==> src/rtl/mem_lsu.sv <==
// -----------------------------------------------------------------------------
// mem_lsu -- MEM-stage load/store unit for an RV64I pipeline.
//
// Purpose:
//   Turns a MEM-stage load or store into a single-beat request on a simple
//   grant/read-valid data bus. It aligns store data and byte strobes to the
//   64-bit bus lane, extracts and extends load data, and stalls upstream
//   stages until the access completes. Faulting accesses (misaligned or
//   illegal funct3) are flagged combinationally and never reach the bus.
//   Non-memory ops pass through with zero latency.
//
// State table:
//   state   | meaning
//   --------+---------------------------------------------------------------
//   ST_IDLE | no access in flight; accepts a new access, pass-through path
//   ST_REQ  | bus request held with latched addr/data/strobes until granted
//   ST_WAIT | load granted, waiting for read-valid; grant ignored
//
// Ports:
//   clk_i, rst_i              clock, asynchronous active-high reset
//   valid_i                   MEM-stage instruction is live
//   Mem_REn_i, Mem_WEn_i      load / store (both high = load)
//   funct3_i                  RV64I size/sign code
//   addr_i                    byte address from the ALU
//   store_data_i              unshifted rs2 value
//   alu_result_i              write-back value for non-memory ops
//   WB_Data_o                 value captured by MEMWB
//   Mem_REn_o                 valid_i & Mem_REn_i
//   stall_o                   freeze upstream / hold MEMWB inputs
//   err_o                     misaligned access or illegal funct3
//   dmem_req_o, dmem_we_o     bus request and write flag
//   dmem_addr_o               dword-aligned bus address
//   dmem_wdata_o, dmem_wstrb_o lane-aligned store data and byte strobes
//   dmem_gnt_i, dmem_rvalid_i, dmem_rdata_i  grant, read-valid, read data
// -----------------------------------------------------------------------------
module mem_lsu #(
  parameter int DATA_WIDTH = 64,
  parameter int ADDR_WIDTH = 64
) (
  input  logic                  clk_i,
  input  logic                  rst_i,
  input  logic                  valid_i,
  input  logic                  Mem_REn_i,
  input  logic                  Mem_WEn_i,
  input  logic [2:0]            funct3_i,
  input  logic [ADDR_WIDTH-1:0] addr_i,
  input  logic [DATA_WIDTH-1:0] store_data_i,
  input  logic [DATA_WIDTH-1:0] alu_result_i,
  output logic [DATA_WIDTH-1:0] WB_Data_o,
  output logic                  Mem_REn_o,
  output logic                  stall_o,
  output logic                  err_o,
  output logic                  dmem_req_o,
  output logic                  dmem_we_o,
  output logic [ADDR_WIDTH-1:0] dmem_addr_o,
  output logic [DATA_WIDTH-1:0] dmem_wdata_o,
  output logic [7:0]            dmem_wstrb_o,
  input  logic                  dmem_gnt_i,
  input  logic                  dmem_rvalid_i,
  input  logic [DATA_WIDTH-1:0] dmem_rdata_i
);

  typedef enum logic [1:0] {
    ST_IDLE = 2'd0,
    ST_REQ  = 2'd1,
    ST_WAIT = 2'd2
  } state_t;

  state_t r_state;
  state_t w_state_nxt;

  // Latched request; only these are used once the FSM leaves ST_IDLE.
  logic [ADDR_WIDTH-1:0] r_addr;
  logic [2:0]            r_funct3;
  logic                  r_we;
  logic [DATA_WIDTH-1:0] r_wdata;
  logic [7:0]            r_wstrb;

  // ---------------------------------------------------------------------------
  // Decode of the live (unlatched) request
  // ---------------------------------------------------------------------------
  logic                  w_mem_op;
  logic                  w_is_load;
  logic                  w_illegal;
  logic                  w_misalign;
  logic                  w_fault;
  logic                  w_start;
  logic [2:0]            w_byte_off;
  logic [5:0]            w_wshamt;
  logic [7:0]            w_wstrb_base;
  logic [DATA_WIDTH-1:0] w_wdata_lane;
  logic [7:0]            w_wstrb_lane;

  assign w_mem_op   = valid_i & (Mem_REn_i | Mem_WEn_i);
  // Both enables high is treated as a load.
  assign w_is_load  = Mem_REn_i;
  assign w_illegal  = w_is_load ? (funct3_i == 3'b111) : funct3_i[2];
  assign w_byte_off = addr_i[2:0];
  assign w_wshamt   = {w_byte_off, 3'b000};

  always_comb begin
    w_misalign   = 1'b0;
    w_wstrb_base = 8'h01;
    case (funct3_i[1:0])
      2'b00: begin
        w_misalign   = 1'b0;
        w_wstrb_base = 8'h01;
      end
      2'b01: begin
        w_misalign   = addr_i[0];
        w_wstrb_base = 8'h03;
      end
      2'b10: begin
        w_misalign   = |addr_i[1:0];
        w_wstrb_base = 8'h0F;
      end
      default: begin
        w_misalign   = |addr_i[2:0];
        w_wstrb_base = 8'hFF;
      end
    endcase
  end

  assign w_fault      = w_mem_op & (w_illegal | w_misalign);
  assign w_start      = (r_state == ST_IDLE) & w_mem_op & ~w_fault;
  assign w_wdata_lane = store_data_i << w_wshamt;
  assign w_wstrb_lane = w_wstrb_base << w_byte_off;

  // ---------------------------------------------------------------------------
  // Request latch
  // ---------------------------------------------------------------------------
  always_ff @(posedge clk_i or posedge rst_i) begin
    if (rst_i) begin
      r_addr   <= '0;
      r_funct3 <= '0;
      r_we     <= 1'b0;
      r_wdata  <= '0;
      r_wstrb  <= '0;
    end else if (w_start) begin
      r_addr   <= addr_i;
      r_funct3 <= funct3_i;
      r_we     <= ~w_is_load;
      // Loads write no bytes, so their strobes and data stay quiet on the bus.
      r_wdata  <= w_is_load ? '0 : w_wdata_lane;
      r_wstrb  <= w_is_load ? 8'h00 : w_wstrb_lane;
    end
  end

  // ---------------------------------------------------------------------------
  // Load data extraction from the latched address and size code
  // ---------------------------------------------------------------------------
  logic [5:0]            w_rshamt;
  logic [DATA_WIDTH-1:0] w_rshift;
  logic [DATA_WIDTH-1:0] w_load_data;

  assign w_rshamt = {r_addr[2:0], 3'b000};
  assign w_rshift = dmem_rdata_i >> w_rshamt;

  always_comb begin
    w_load_data = dmem_rdata_i;
    case (r_funct3)
      3'b000:  w_load_data = {{(DATA_WIDTH-8){w_rshift[7]}},   w_rshift[7:0]};
      3'b001:  w_load_data = {{(DATA_WIDTH-16){w_rshift[15]}}, w_rshift[15:0]};
      3'b010:  w_load_data = {{(DATA_WIDTH-32){w_rshift[31]}}, w_rshift[31:0]};
      3'b100:  w_load_data = {{(DATA_WIDTH-8){1'b0}},          w_rshift[7:0]};
      3'b101:  w_load_data = {{(DATA_WIDTH-16){1'b0}},         w_rshift[15:0]};
      3'b110:  w_load_data = {{(DATA_WIDTH-32){1'b0}},         w_rshift[31:0]};
      default: w_load_data = dmem_rdata_i;
    endcase
  end

  // ---------------------------------------------------------------------------
  // FSM
  // ---------------------------------------------------------------------------
  always_ff @(posedge clk_i or posedge rst_i) begin
    if (rst_i) begin
      r_state <= ST_IDLE;
    end else begin
      r_state <= w_state_nxt;
    end
  end

  logic                  w_stall;
  logic                  w_err;
  logic                  w_req;
  logic                  w_we;
  logic [DATA_WIDTH-1:0] w_wb;

  always_comb begin
    w_state_nxt = r_state;
    w_stall     = 1'b0;
    w_err       = 1'b0;
    w_req       = 1'b0;
    w_we        = 1'b0;
    w_wb        = alu_result_i;
    case (r_state)
      ST_IDLE: begin
        if (w_mem_op) begin
          w_wb = '0;
          if (w_fault) begin
            w_err = 1'b1;
          end else begin
            w_stall     = 1'b1;
            w_state_nxt = ST_REQ;
          end
        end
      end
      ST_REQ: begin
        w_req   = 1'b1;
        w_we    = r_we;
        w_stall = 1'b1;
        // A read-valid arriving with the grant belongs to no access yet.
        if (dmem_gnt_i) begin
          if (r_we) begin
            w_stall     = 1'b0;
            w_state_nxt = ST_IDLE;
          end else begin
            w_state_nxt = ST_WAIT;
          end
        end
      end
      ST_WAIT: begin
        w_stall = 1'b1;
        if (dmem_rvalid_i) begin
          w_stall     = 1'b0;
          w_wb        = w_load_data;
          w_state_nxt = ST_IDLE;
        end
      end
      default: begin
        w_state_nxt = ST_IDLE;
      end
    endcase
  end

  // ---------------------------------------------------------------------------
  // Outputs; stall/err derive from live inputs in ST_IDLE, so they are
  // masked directly while reset is held.
  // ---------------------------------------------------------------------------
  assign Mem_REn_o    = valid_i & Mem_REn_i;
  assign stall_o      = w_stall & ~rst_i;
  assign err_o        = w_err & ~rst_i;
  assign dmem_req_o   = w_req;
  assign dmem_we_o    = w_we;
  assign dmem_addr_o  = {r_addr[ADDR_WIDTH-1:3], 3'b000};
  assign dmem_wdata_o = r_wdata;
  assign dmem_wstrb_o = r_wstrb;
  assign WB_Data_o    = w_wb;

endmodule

==> config.mk <==
export PLATFORM = sky130hd
export DESIGN_NAME = mem_lsu
export DESIGN_NICKNAME = d
export VERILOG_FILES = /design/src/rtl/mem_lsu.sv
export SDC_FILE = /design/constraint.sdc
export NUM_CORES = 1
export LEC_CHECK = 0
export ABC_CLOCK_PERIOD_IN_PS = 3900
export BUFFER_PORTS_ARGS = -buffer_cell sky130_fd_sc_hd__buf_2
export CAP_MARGIN = 20
export CORE_AREA = 2 2 183 185
export CTS_BUF_LIST = sky130_fd_sc_hd__clkbuf_8
export CTS_CLUSTER_SIZE = 10
export DETAILED_ROUTE_END_ITERATION = 7
export DIE_AREA = 0 0 185 187
export PLACE_DENSITY = 0.72
export SYNTH_ARGS = -nofsm -noshare
export SYNTH_HDL_FRONTEND = slang
export SYNTH_SLANG_ARGS = --single-unit
==> constraint.sdc <==
create_clock -name clk_i -period 3.9 [get_ports clk_i]
set_clock_uncertainty 0.1 [all_clocks]
set_input_delay 0.195 -clock clk_i [delete_from_list [all_inputs] [get_ports clk_i]]
set_output_delay 0.195 -clock clk_i [all_outputs]
set_load 0.02 [all_outputs]
-- Word-level counts from Yosys, hierarchy flattened
Cells that the tools add are included.
- register bits: 142
- bitwise operators: 12
- reduce and logical (&&, ||, !) cells: 6
- multiplexer cells: 26
- equal/unequal tests: 14
- shift operators: 3
- operators by type and width (operator ; number):
    64-bit one-hot mux with 6 select lines ; 1
    64-bit two-way mux ; 3
    64-bit one-hot mux with 2 select lines ; 1
    64-bit by 6-bit << shifter with 64-bit output ; 1
    64-bit by 6-bit >> shifter with 32-bit output ; 1
    8-bit one-hot mux with 3 select lines ; 1
    3-bit == test (second input constant) ; 4
    1-bit two-way mux ; 11
    2-bit two-way mux ; 5
    8-bit two-way mux ; 1
    2-bit != test (second input constant) ; 4
    8-bit by 3-bit << shifter with 8-bit output ; 1
    1-bit bitwise AND ; 7
    1-bit one-hot mux with 3 select lines ; 2
    2-bit one-hot mux with 3 select lines ; 1
    2-bit by 1-bit == test with 1-bit output (second input constant) ; 2
    2-bit == test (second input constant) ; 2
    2-bit logical NOT ; 2
    4-bit AND reduction ; 1
    3-bit by 1-bit == test with 1-bit output (second input constant) ; 1
    3-bit by 2-bit == test with 1-bit output (second input constant) ; 1
    3-bit logical NOT ; 1
    1-bit NOT ; 3
    3-bit OR reduction ; 1
    2 further kinds ; 3

-- Longest topological paths before layout
- word-level depth: 8
- gate-level depth with buffers: 9

-- Worst setup path before layout
OpenSTA, ideal clock, no wires.
- kind: reg-to-output
- start: register r_addr[0]
- end: output WB_Data_o[6]
- arrival: 2.254 ns
- setup slack: 1.351 ns
- data required time: 3.605 ns
- path buffers: 2
- stages on the path, launching flop included: 8
- path through: dfrtp_1 -> buf_2 -> inv_2 -> buf_1 -> mux4_2 -> nand2_1 -> o21ai_0 -> o21ai_0
- longest elaborated chain between the ends: 4
- RTL lines (item ; RTL line ; RTL):
    start, declared ; 73 ; logic [ADDR_WIDTH-1:0] r_addr;
    start signal, assigned ; 140 ; r_addr <= addr_i;
    64-bit by 6-bit >> shifter with 32-bit output ; 157 ; assign w_rshift = dmem_rdata_i >> w_rshamt;
    64-bit one-hot mux with 6 select lines ; 161 ; case (r_funct3)
    64-bit two-way mux ; 224 ; if (dmem_rvalid_i) begin
    64-bit one-hot mux with 2 select lines ; 196 ; case (r_state)
    end, declared ; 49 ; output logic [DATA_WIDTH-1:0] WB_Data_o,
Every way passes these cells.

-- Worst setup path after layout
- start: register r_addr[2]
- end: output WB_Data_o[32]
Same word-level chain as after synthesis.

==> metrics <==
Slew Limit Fails 0; Post-DP HPWL 33.3 mm; largest net degree at the start of global routing 134; global-route wire length before repair 63.7 mm; vias in the first global route 10400; Chip Height 187 µm; PostCTS Resize Cnt 0; Synth Cell Area 10800 µm²; pwr/cell area 503 nW/µm²; outcome finished, final reports clean; core area 32900 µm²; Placer Congestion 0.947; Worst setup EP type primary output; total of max-cap violations 0; Buffers on Ports 467; CP required 3.61 ns; final hold violation count 0; final setup fails 0; #FFs+latches synth 142; min-delay worst type in -> reg; worst-margin pin slew 1.04 ns; deepest clock path buffer count 2; min cycle time layout 3.65 ns; initial antenna violation count 4; CTS Sinks 142; drt pass-1 iters 5; VDD IR max 0.000429 V; DR vias/cell 5.18; f_max 0.274 GHz; number of synthesized flops with an enable pin 0; Synth Instances 1107; Top FF cell, synth dfrtp_1; H-tree level count 4; drt wl/cell 21.6 µm; CP Class reg -> out; Site Rows 67; drt drc 0; P&R area growth vs syn 31.2%; top cells by area, synth dfrtp_1, mux2i_1, mux2_1, mux4_2, buf_4; DRT antenna net count 0; Inserted Clock Buffers 17; leakage 6.90 nW; routed vias 10400; Syn Area/Cell 9.72 µm²; initial drt markers 656; Synth area leader dfrtp_1; Critical Path Source Type register; Initial Util 32.7%; RSZ-0062 raised after global routing false; CTS tree yes; fin util 42.9%; clk root buf clkbuf_8; post-synthesis sequential area ratio 33.0%; Total Neg Setup Slack 0 ns; Top Ports 471; Syn. warnings 0; CTS Hold Buffers Added 74; DIE WIDTH 185 µm; Skew-Pair Late Insertion Delay 0.44 ns; Reg clk slew, reported paths 0.08 ns; postcts setup bufs 0; share of layout cells above drive strength 1 39.4%; Final Net Count 1803; fillers 3292; library cells used by synthesis 56; Overall Global Routing Usage 24.5%; Async SR Flop Fraction 100%; Period Utilization, post-route 93.7%; worst relative slew slack 30.9%; detailed-route wire length 43.2 mm; GRT overflow 0; Critical Path Fanout Max 32; die area 34600 µm²; Synth top area share 33.0%; crit path DAT 3.36 ns
-- flip-flops by register name (all words and copies together) (netlist names) --
register / count
dmem_wdata_o: 64
r_funct3: 3
dmem_wstrb_o: 8
r_state: 2
r_we: 1
r_addr: 64
-- cell type report --
class | instances | area [µm²] | share of cell area (%)
well taps | 448 | 561 | 3.97
inverters | 25 | 97.6 | 0.692
multi-input cells | 788 | 6120 | 43.4
clock inverters | 14 | 231 | 1.64
flip-flops and latches | 142 | 3560 | 25.2
clock buffers | 17 | 234 | 1.66
repair buffers | 563 | 3300 | 23.4
diodes | 3 | 7.51 | 0.0532
-- stage by stage --
stage	hold slack [ns]	area (µm²)	power (mW)	worst slack, ns	std cells
2_1_floorplan	0.230	10800	4.75	1.35	1109
3_3_place_gp	0.0733	12900	5.55	1.04	1892
3_5_place_dp	0.0835	12900	5.61	1.02	1892
4_1_cts	0.0552	14100	7.11	0.496	1997
5_1_grt	0.115	14100	7.48	0.0269	2000
6_report	0.0897	14100	7.09	0.245	2000
-- path summary, 6_finish.rpt --
kind                                    end  slack (ns)             start  depth (start not counted)
setup / recovery              WB_Data_o[32]        0.25         r_addr[2]                          8
hold / removal             dmem_wdata_o[23]        0.09  store_data_i[15]                          4
setup reg to reg                 r_addr[39]        1.50        r_state[0]                          4
hold reg to reg                  r_addr[31]        0.39        r_addr[31]                          1
max in group asynchronous        r_addr[24]        2.53             rst_i                          4
min in group asynchronous       r_funct3[1]        0.16             rst_i                          3
-- synth_stat cells, drive strengths merged, types with 2 or more instances --
cell type / number
dfrtp: 142
mux2: 136
mux2i: 133
nand2: 111
buf: 109
o21ai: 109
nor2: 71
clkbuf: 45
a21oi: 28
mux4: 28
inv: 24
a22oi: 23
nand2b: 23
o211ai: 13
or2: 9
a32oi: 8
nor2b: 8
nor3: 8
nand3: 7
o22ai: 7
o2bb2ai: 7
a211oi: 6
a2bb2oi: 6
o221ai: 6
and2: 5
nor3b: 5
a21o: 3
a221oi: 3
o21a: 3
or3b: 3
o22a: 2
o31ai: 2
or3: 2
-- critical path: stages, from the launching register on --
cell and delay (ns):
dfrtp_1 0.62, buf_4 0.34, nand2_1 0.11, o2bb2ai_1 0.08
nor3_1 0.52, nor4b_4 0.10, buf_4 0.24, o21ai_0 0.59
buf_2 0.29
-- cell families (layout without fill, tap and decap cells) --
logic type	Yosys count	count (layout)	synth area share, %
multiplexers	297	297	32.5
AND/OR/NAND/NOR	257	257	10.9
AO/OA/AOI/OAI	230	230	13.2
buffers and inverters	179	619	10.3
flip-flops	142	142	33.0
other	1	6	0.0349
XOR/XNOR	1	1	0.0814
-- routing by layer --
layer  vias up  track usage [%]  wire (µm)
met5         -                0          0
met4         0             12.4       2070
met3        94             4.75       3080
met2       537             44.7      22400
met1      4954             26.8      15700
li1       4773                -          -
-- layout by cell type, fill, tap and decap left out, types with 4 or more instances in the layout --
cell           instances
buf_2                465
nand2b_1              22
clkbuf_8              17
mux2_1                94
dlygate4sd3_1         74
dfrtp_1              140
nor3b_1                5
o21ai_1               12
nor3_1                 7
buf_4                 20
nand2_1              111
bufinv_16              5
a32oi_1                8
o2bb2ai_1              7
mux2i_1              133
o21ai_0               96
a21oi_1               28
or2_2                  8
a22oi_1               23
nand3_1                7
mux4_2                28
nor2b_1                8
mux2_2                42
a211oi_1               6
inv_1                 22
o22ai_1                7
and2_1                 4
o211ai_1              13
a2bb2oi_1              6
buf_12                 4
o221ai_1               6
nor2_1                71
-- report_power, final --
| part | leakage, nW | switching [mW] | internal (mW) |
|---|---|---|---|
| clock network | 0.227 | 0.641 | 0.773 |
| logic | 4.88 | 2.08 | 1.41 |
| registers | 1.79 | 0.308 | 1.88 |
Note: power is estimated with default switching activity, not from simulation.
